[src/rtl/ctrl_int.sv]
// ctrl_int: 4-line interrupt controller driving the datapath ie1..ie4 inputs.
// Synchronises irq, latches rising edges as pending, fires one ie pulse per
// request by fixed priority (irq[0] highest) and tracks lines in service.
// Ports: clk; reset (async, active low); irq[3:0] raw requests; gie global
//   enable; mask[3:0] per-line enable; reti return-from-interrupt pulse;
//   ie1..ie4 one-hot fire pulses; pending[3:0]; in_service[3:0].
// Build option: define INT_NEST_EN to let a strictly higher-priority request
//   preempt the lines currently in service (nested interrupts).
module ctrl_int #(
    parameter int SYNC_STAGES = 2,
    parameter int GAP_CYCLES  = 1
) (
    input  logic       clk,
    input  logic       reset,
    input  logic [3:0] irq,
    input  logic       gie,
    input  logic [3:0] mask,
    input  logic       reti,
    output logic       ie1,
    output logic       ie2,
    output logic       ie3,
    output logic       ie4,
    output logic [3:0] pending,
    output logic [3:0] in_service
);

`ifdef INT_NEST_EN
    localparam bit NestEn = 1'b1;
`else
    localparam bit NestEn = 1'b0;
`endif

    // Edges are trusted only once the sync chain and the edge register
    // both hold real samples, so a line already high at reset release
    // is not mistaken for a request.
    localparam logic [2:0] ArmN = 3'(SYNC_STAGES + 1);
    localparam logic [3:0] Gap  = 4'(GAP_CYCLES);

    typedef enum logic [1:0] {
        IDLE    = 2'd0,
        FIRE    = 2'd1,
        SERVICE = 2'd2
    } state_t;

    state_t state_q, state_d;

    logic [SYNC_STAGES-1:0][3:0] sync_q;
    logic [3:0] prev_q;
    logic [2:0] arm_q, arm_d;
    logic [3:0] pending_q, pending_d;
    logic [3:0] in_service_q, in_service_d;
    logic [3:0] gap_q, gap_d;
    logic [3:0] ie_q, ie_d;

    logic [3:0] sync_out;
    logic [3:0] rise;
    logic [3:0] elig;
    logic [3:0] win;
    logic [3:0] is_hi;
    logic [3:0] pend_clr;
    logic [3:0] is_set;
    logic [3:0] is_clr;
    logic       gap_load;

    assign sync_out = sync_q[SYNC_STAGES-1];
    assign rise     = (arm_q == ArmN) ? (sync_out & ~prev_q) : 4'b0000;
    assign elig     = pending_q & mask & {4{gie}};
    // Lowest set bit = highest priority.
    assign win      = elig & (~elig + 4'd1);
    assign is_hi    = in_service_q & (~in_service_q + 4'd1);

    always_comb begin
        state_d  = state_q;
        ie_d     = 4'b0000;
        pend_clr = 4'b0000;
        is_set   = 4'b0000;
        is_clr   = 4'b0000;
        gap_load = 1'b0;
        unique case (state_q)
            IDLE: begin
                if (elig != 4'b0000 && gap_q == 4'd0) begin
                    state_d = FIRE;
                    ie_d    = win;
                end
            end
            FIRE: begin
                // ie_q still holds the line chosen on entry.
                pend_clr = ie_q;
                is_set   = ie_q;
                state_d  = SERVICE;
            end
            SERVICE: begin
                if (reti && in_service_q != 4'b0000) begin
                    is_clr   = is_hi;
                    gap_load = 1'b1;
                    if ((in_service_q & ~is_hi) == 4'b0000) begin
                        state_d = IDLE;
                    end
                end else if (NestEn && gap_q == 4'd0 &&
                             (elig & (is_hi - 4'd1)) != 4'b0000) begin
                    // is_hi - 1 masks the lines above the current one.
                    state_d = FIRE;
                    ie_d    = win;
                end
            end
            default: begin
                state_d = IDLE;
            end
        endcase
    end

    // A rise in the same cycle as the clear wins, so it is not lost.
    assign pending_d    = (pending_q & ~pend_clr) | rise;
    assign in_service_d = (in_service_q & ~is_clr) | is_set;
    assign arm_d        = (arm_q == ArmN) ? arm_q : arm_q + 3'd1;

    always_comb begin
        gap_d = gap_q;
        if (gap_load) begin
            gap_d = Gap;
        end else if (gap_q != 4'd0) begin
            gap_d = gap_q - 4'd1;
        end
    end

    always_ff @(posedge clk or negedge reset) begin
        if (!reset) begin
            sync_q       <= '0;
            prev_q       <= 4'b0000;
            arm_q        <= 3'd0;
            pending_q    <= 4'b0000;
            in_service_q <= 4'b0000;
            gap_q        <= 4'd0;
            ie_q         <= 4'b0000;
            state_q      <= IDLE;
        end else begin
            sync_q       <= {sync_q[SYNC_STAGES-2:0], irq};
            prev_q       <= sync_out;
            arm_q        <= arm_d;
            pending_q    <= pending_d;
            in_service_q <= in_service_d;
            gap_q        <= gap_d;
            ie_q         <= ie_d;
            state_q      <= state_d;
        end
    end

    assign ie1        = ie_q[0];
    assign ie2        = ie_q[1];
    assign ie3        = ie_q[2];
    assign ie4        = ie_q[3];
    assign pending    = pending_q;
    assign in_service = in_service_q;

endmodule

[config.mk]
export PLATFORM = sky130hd
export DESIGN_NAME = ctrl_int
export DESIGN_NICKNAME = d
export VERILOG_FILES = /design/src/rtl/ctrl_int.sv
export SDC_FILE = /design/constraint.sdc
export NUM_CORES = 1
export LEC_CHECK = 0
export BUFFER_PORTS_ARGS = -buffer_cell sky130_fd_sc_hd__buf_2
export CORE_MARGIN = 5
export CORE_UTILIZATION = 57
export DETAILED_ROUTE_END_ITERATION = 10
export PLACE_DENSITY_LB_ADDON = 0.08
export SYNTH_ARGS = -nofsm -noshare
export SYNTH_HDL_FRONTEND = slang
export SYNTH_SLANG_ARGS = --single-unit
[constraint.sdc]
create_clock -name clk -period 3.5 [get_ports clk]
set_clock_uncertainty 0.1 [all_clocks]
set_input_delay 0.35 -clock clk [delete_from_list [all_inputs] [get_ports clk]]
set_output_delay 0.35 -clock clk [all_outputs]
set_load 0.01 [all_outputs]
==> results.yml <==
status:
  run_status: "finished clean"
pwr:
  power_density_nw_per_um2: 633.3
  power.ir.vdd_worst_mv: 0.5150
  power.leakage_uw: 0.0007035
placement:
  place.detailed.hpwl_um: 1752
  routabilityCongestion: 0.7836
  pre_cts_slack_ps: 1916
  io_buffer_count: 23
  placed_cells_incl_taps: 156
final_layout:
  layout.cells.non_filler: 164
  fraction_of_final_layout_cells_with_drive_strength_greater_than_1: 0.2500
  final_net_count: 152
  number_of_inserted_diodes: 0
  areaGrowthSynthToFinish_pct: 15.90
  filler_cells: 157
logic_synthesis:
  syn_area_sq_um: 1299
  synth_largest_type_area_fraction: 0.6358
  xor_xnor_share_of_the_synthesized_area: 0.02697
  synth_top_family_by_area: "simple AND/OR/NAND/NOR gates"
  yosysWarnings: 0
  ys_top_cells_by_area: "sky130_fd_sc_hd__dfrtp_1, sky130_fd_sc_hd__ha_1, sky130_fd_sc_hd__nand2_1"
  yosys.cell_types.count: 32
  yosysSeqAreaShare: 0.6358
  synth_top_area_cell: "sky130_fd_sc_hd__dfrtp_1"
  yosys.area_share.simple: 0.1474
  synth.mux.area_fraction: 0.01638
  adder_cell_share_of_the_synthesized_area: 0.03854
  synth-compound-area-share: 0.1050
  synth-seq-cells: 33
  post_synthesis_net_count: 123
  avg_synthesized_cell_area_sq_um: 12.14
  syn_inst: 107
routing:
  detail_route.iter0.violations: 45
  vias: 883
  routed_via_density: 5.384
  routedWlPerCell_um: 14.31
  post_detailed_route_count_of_antenna_violating_nets: 0
  drc_errors: 0
  detailed_route_wl_um: 2347
  drt-pass1-iter-count: 4
job:
  timing.max_cap.violations: 0
critical_path:
  end_kind: "flip-flop"
  setup.worst_path.start_class: "flip-flop"
  data_arrival_time_of_the_worst_path_ps: 1750
  critPathRequiredTime_ps: 3650
  critical-path-top-delay-family: "simple AND/OR/NAND/NOR gates"
  worstSetupPathType: "flip-flop to flip-flop"
  timing.critical_path.slowest_cell_delay_ps: 390
  critical-path-slowest-cell: "sky130_fd_sc_hd__dfrtp_1"
  crit_chain: "inv_1 -> ha_1 -> nor3b_4 -> nand4_2 -> nor3b_2"
  crit_path_max_fanout: 7
  cp_bufs_invs: 1
clocking:
  htree_levels: 2
  cts_made_buffers: 5
  clock_pin_slew_on_the_worst_setup_and_hold_paths_ps: 100
  cts_buffer_depth: 2
  clock-root-buffer: "sky130_fd_sc_hd__clkbuf_4"
  post-cts-setup-buffers: 0
  clock_tree_from_tritoncts: "yes"
  latest_clock_arrival_within_the_worst_skew_pair_ps: 330
  cts.sink_count: 33
global_routing:
  grt_first_pass_wirelength_um: 4153
  first_global_vias: 911
  overflow: 0
  grt_max_degree: 34
  globalRouteTotalUtil: 0.1653
  grt_antenna_before_repair: 0
sta:
  setup_total_neg_slack_ps: 0
  hold_viol: 0
  number_of_pins_with_negative_max_slew_slack_in_the_final_report: 0
  finalWorstSetupSlack_ps: 1895
  max_freq_ghz: 0.6229
  final.period_utilization: 0.4587
  setup_viol: 0
  slew_headroom: 0.5413
  worst_slew_pin_slew_ps: 688.0
  rsz0062_at_grt: "no"
  period_minus_slack_ps: 1605
die:
  dieArea_sq_um: 3333
  floorplan.die.width_um: 57.74
  core.rowCount: 17
  ios: 24
  die_y_um: 57.74
  core_footprint_sq_um: 2191
  initial_core_util: 0.5928
hold_path:
  classification_of_the_worst_slack_hold_path: "input port to flip-flop"
## where the power goes
part / leakage, uW / internal (uW) / switching [uW]
Combinational: 0.000288 / 114 / 130
Clock: 0.0000314 / 94.7 / 113
Sequential: 0.000384 / 438 / 63.7
Total: 0.000703 / 647 / 307
## flip-flops by register name (all words and copies together), names as in the netlist
signal	flops
gap_q	4
pending	4
arm_q	3
in_service	4
state_q	2
ie_q	4
prev_q	4
sync_q	4
sync_out	4
## area by class of cell
cell class                      instances  area, sq um  share of cell area
Sequential cell                        33        825.8              0.5486
Multi-Input combinational cell         64        434.2              0.2884
Timing Repair Buffer                   24        125.1             0.08313
Clock buffer                            7        55.05             0.03658
Tap cell                               28        35.03             0.02328
Inverter                                8        30.03             0.01995
## metal layers
metal	GRT usage	up-vias	share of wire
met3	0.06013	5	0.068
met5	0	-	0
met4	0.05629	0	0.011
li1	-	425	-
met2	0.2548	29	0.46
met1	0.2167	424	0.46
## placed cells by master (no fill, tap or decap), drive strengths merged, types with 2 or more instances in the layout
master   n
a21oi    4
a32o     3
buf     23
clkbuf   7
dfrtp   33
ha       4
inv      8
nand2   13
nand2b   2
nand3    2
nor2     8
nor2b    2
nor3     2
nor3b    2
o21ai    4
xnor2    3
## logic make-up (layout without fill, tap and decap cells)
| family | Yosys count | after routing |
|---|---|---|
| simple gates | 35 | 35 |
| flops | 33 | 33 |
| compound gates | 19 | 19 |
| buf+inv | 10 | 39 |
| fa+ha+maj | 4 | 4 |
| xor+xnor | 4 | 4 |
| mux | 2 | 2 |
## repair_timing
action,4_1_cts,5_1_grt
resized for setup,0,0
hold buffers,1,0
hold endpoints to repair,33,0
## path summary, 6_finish.rpt
path                       cells past startpoint       from           to  slack, ps
hold reg to reg                                0  sync_q[0]  sync_out[0]        250
max in group asynchronous                      2      reset      ie_q[1]       2360
min in group asynchronous                      2      reset   pending[3]        490
hold / removal                                 1     irq[3]    sync_q[3]         20
setup reg to reg                               5   gap_q[0]      ie_q[3]       1890
setup / recovery                               5   gap_q[0]      ie_q[3]       1890
## synth_stat cells
master	n
sky130_fd_sc_hd__dfrtp_1	33
sky130_fd_sc_hd__nand2_1	13
sky130_fd_sc_hd__inv_1	8
sky130_fd_sc_hd__nor2_1	8
sky130_fd_sc_hd__a21oi_1	4
sky130_fd_sc_hd__ha_1	4
sky130_fd_sc_hd__o21ai_0	4
sky130_fd_sc_hd__a32o_1	3
sky130_fd_sc_hd__xnor2_1	3
sky130_fd_sc_hd__nand2b_1	2
sky130_fd_sc_hd__nand3_1	2
sky130_fd_sc_hd__nor2b_1	2
sky130_fd_sc_hd__nor3_1	2
sky130_fd_sc_hd__a211oi_1	1
sky130_fd_sc_hd__a22oi_1	1
sky130_fd_sc_hd__a311oi_1	1
sky130_fd_sc_hd__a31o_2	1
sky130_fd_sc_hd__and2b_1	1
sky130_fd_sc_hd__buf_2	1
sky130_fd_sc_hd__clkbuf_1	1
sky130_fd_sc_hd__mux2_2	1
sky130_fd_sc_hd__mux2i_1	1
sky130_fd_sc_hd__nand3b_1	1
sky130_fd_sc_hd__nand4_2	1
sky130_fd_sc_hd__nand4b_1	1
sky130_fd_sc_hd__nor3b_2	1
sky130_fd_sc_hd__nor3b_4	1
sky130_fd_sc_hd__o2111ai_1	1
sky130_fd_sc_hd__o2bb2ai_1	1
sky130_fd_sc_hd__o31ai_1	1
sky130_fd_sc_hd__o41ai_1	1
sky130_fd_sc_hd__xor2_1	1
## metrics by stage
| step | hold WS, ps | instance area, sq um | power, uW | util |
|---|---|---|---|---|
| after CTS | 14.10 | 1505 | 962.7 | 0.6870 |
| after floorplan | -45.59 | 1299 | 674.1 | - |
| after detailed placement | 234.7 | 1440 | 750.2 | 0.6573 |
| final | 21.77 | 1505 | 953.3 | 0.6870 |
| after global placement | 234.7 | 1440 | 738.7 | 0.6573 |
| after global routing | 5.645 | 1505 | 1026 | 0.6870 |
(Power assumes the default switching activity.)
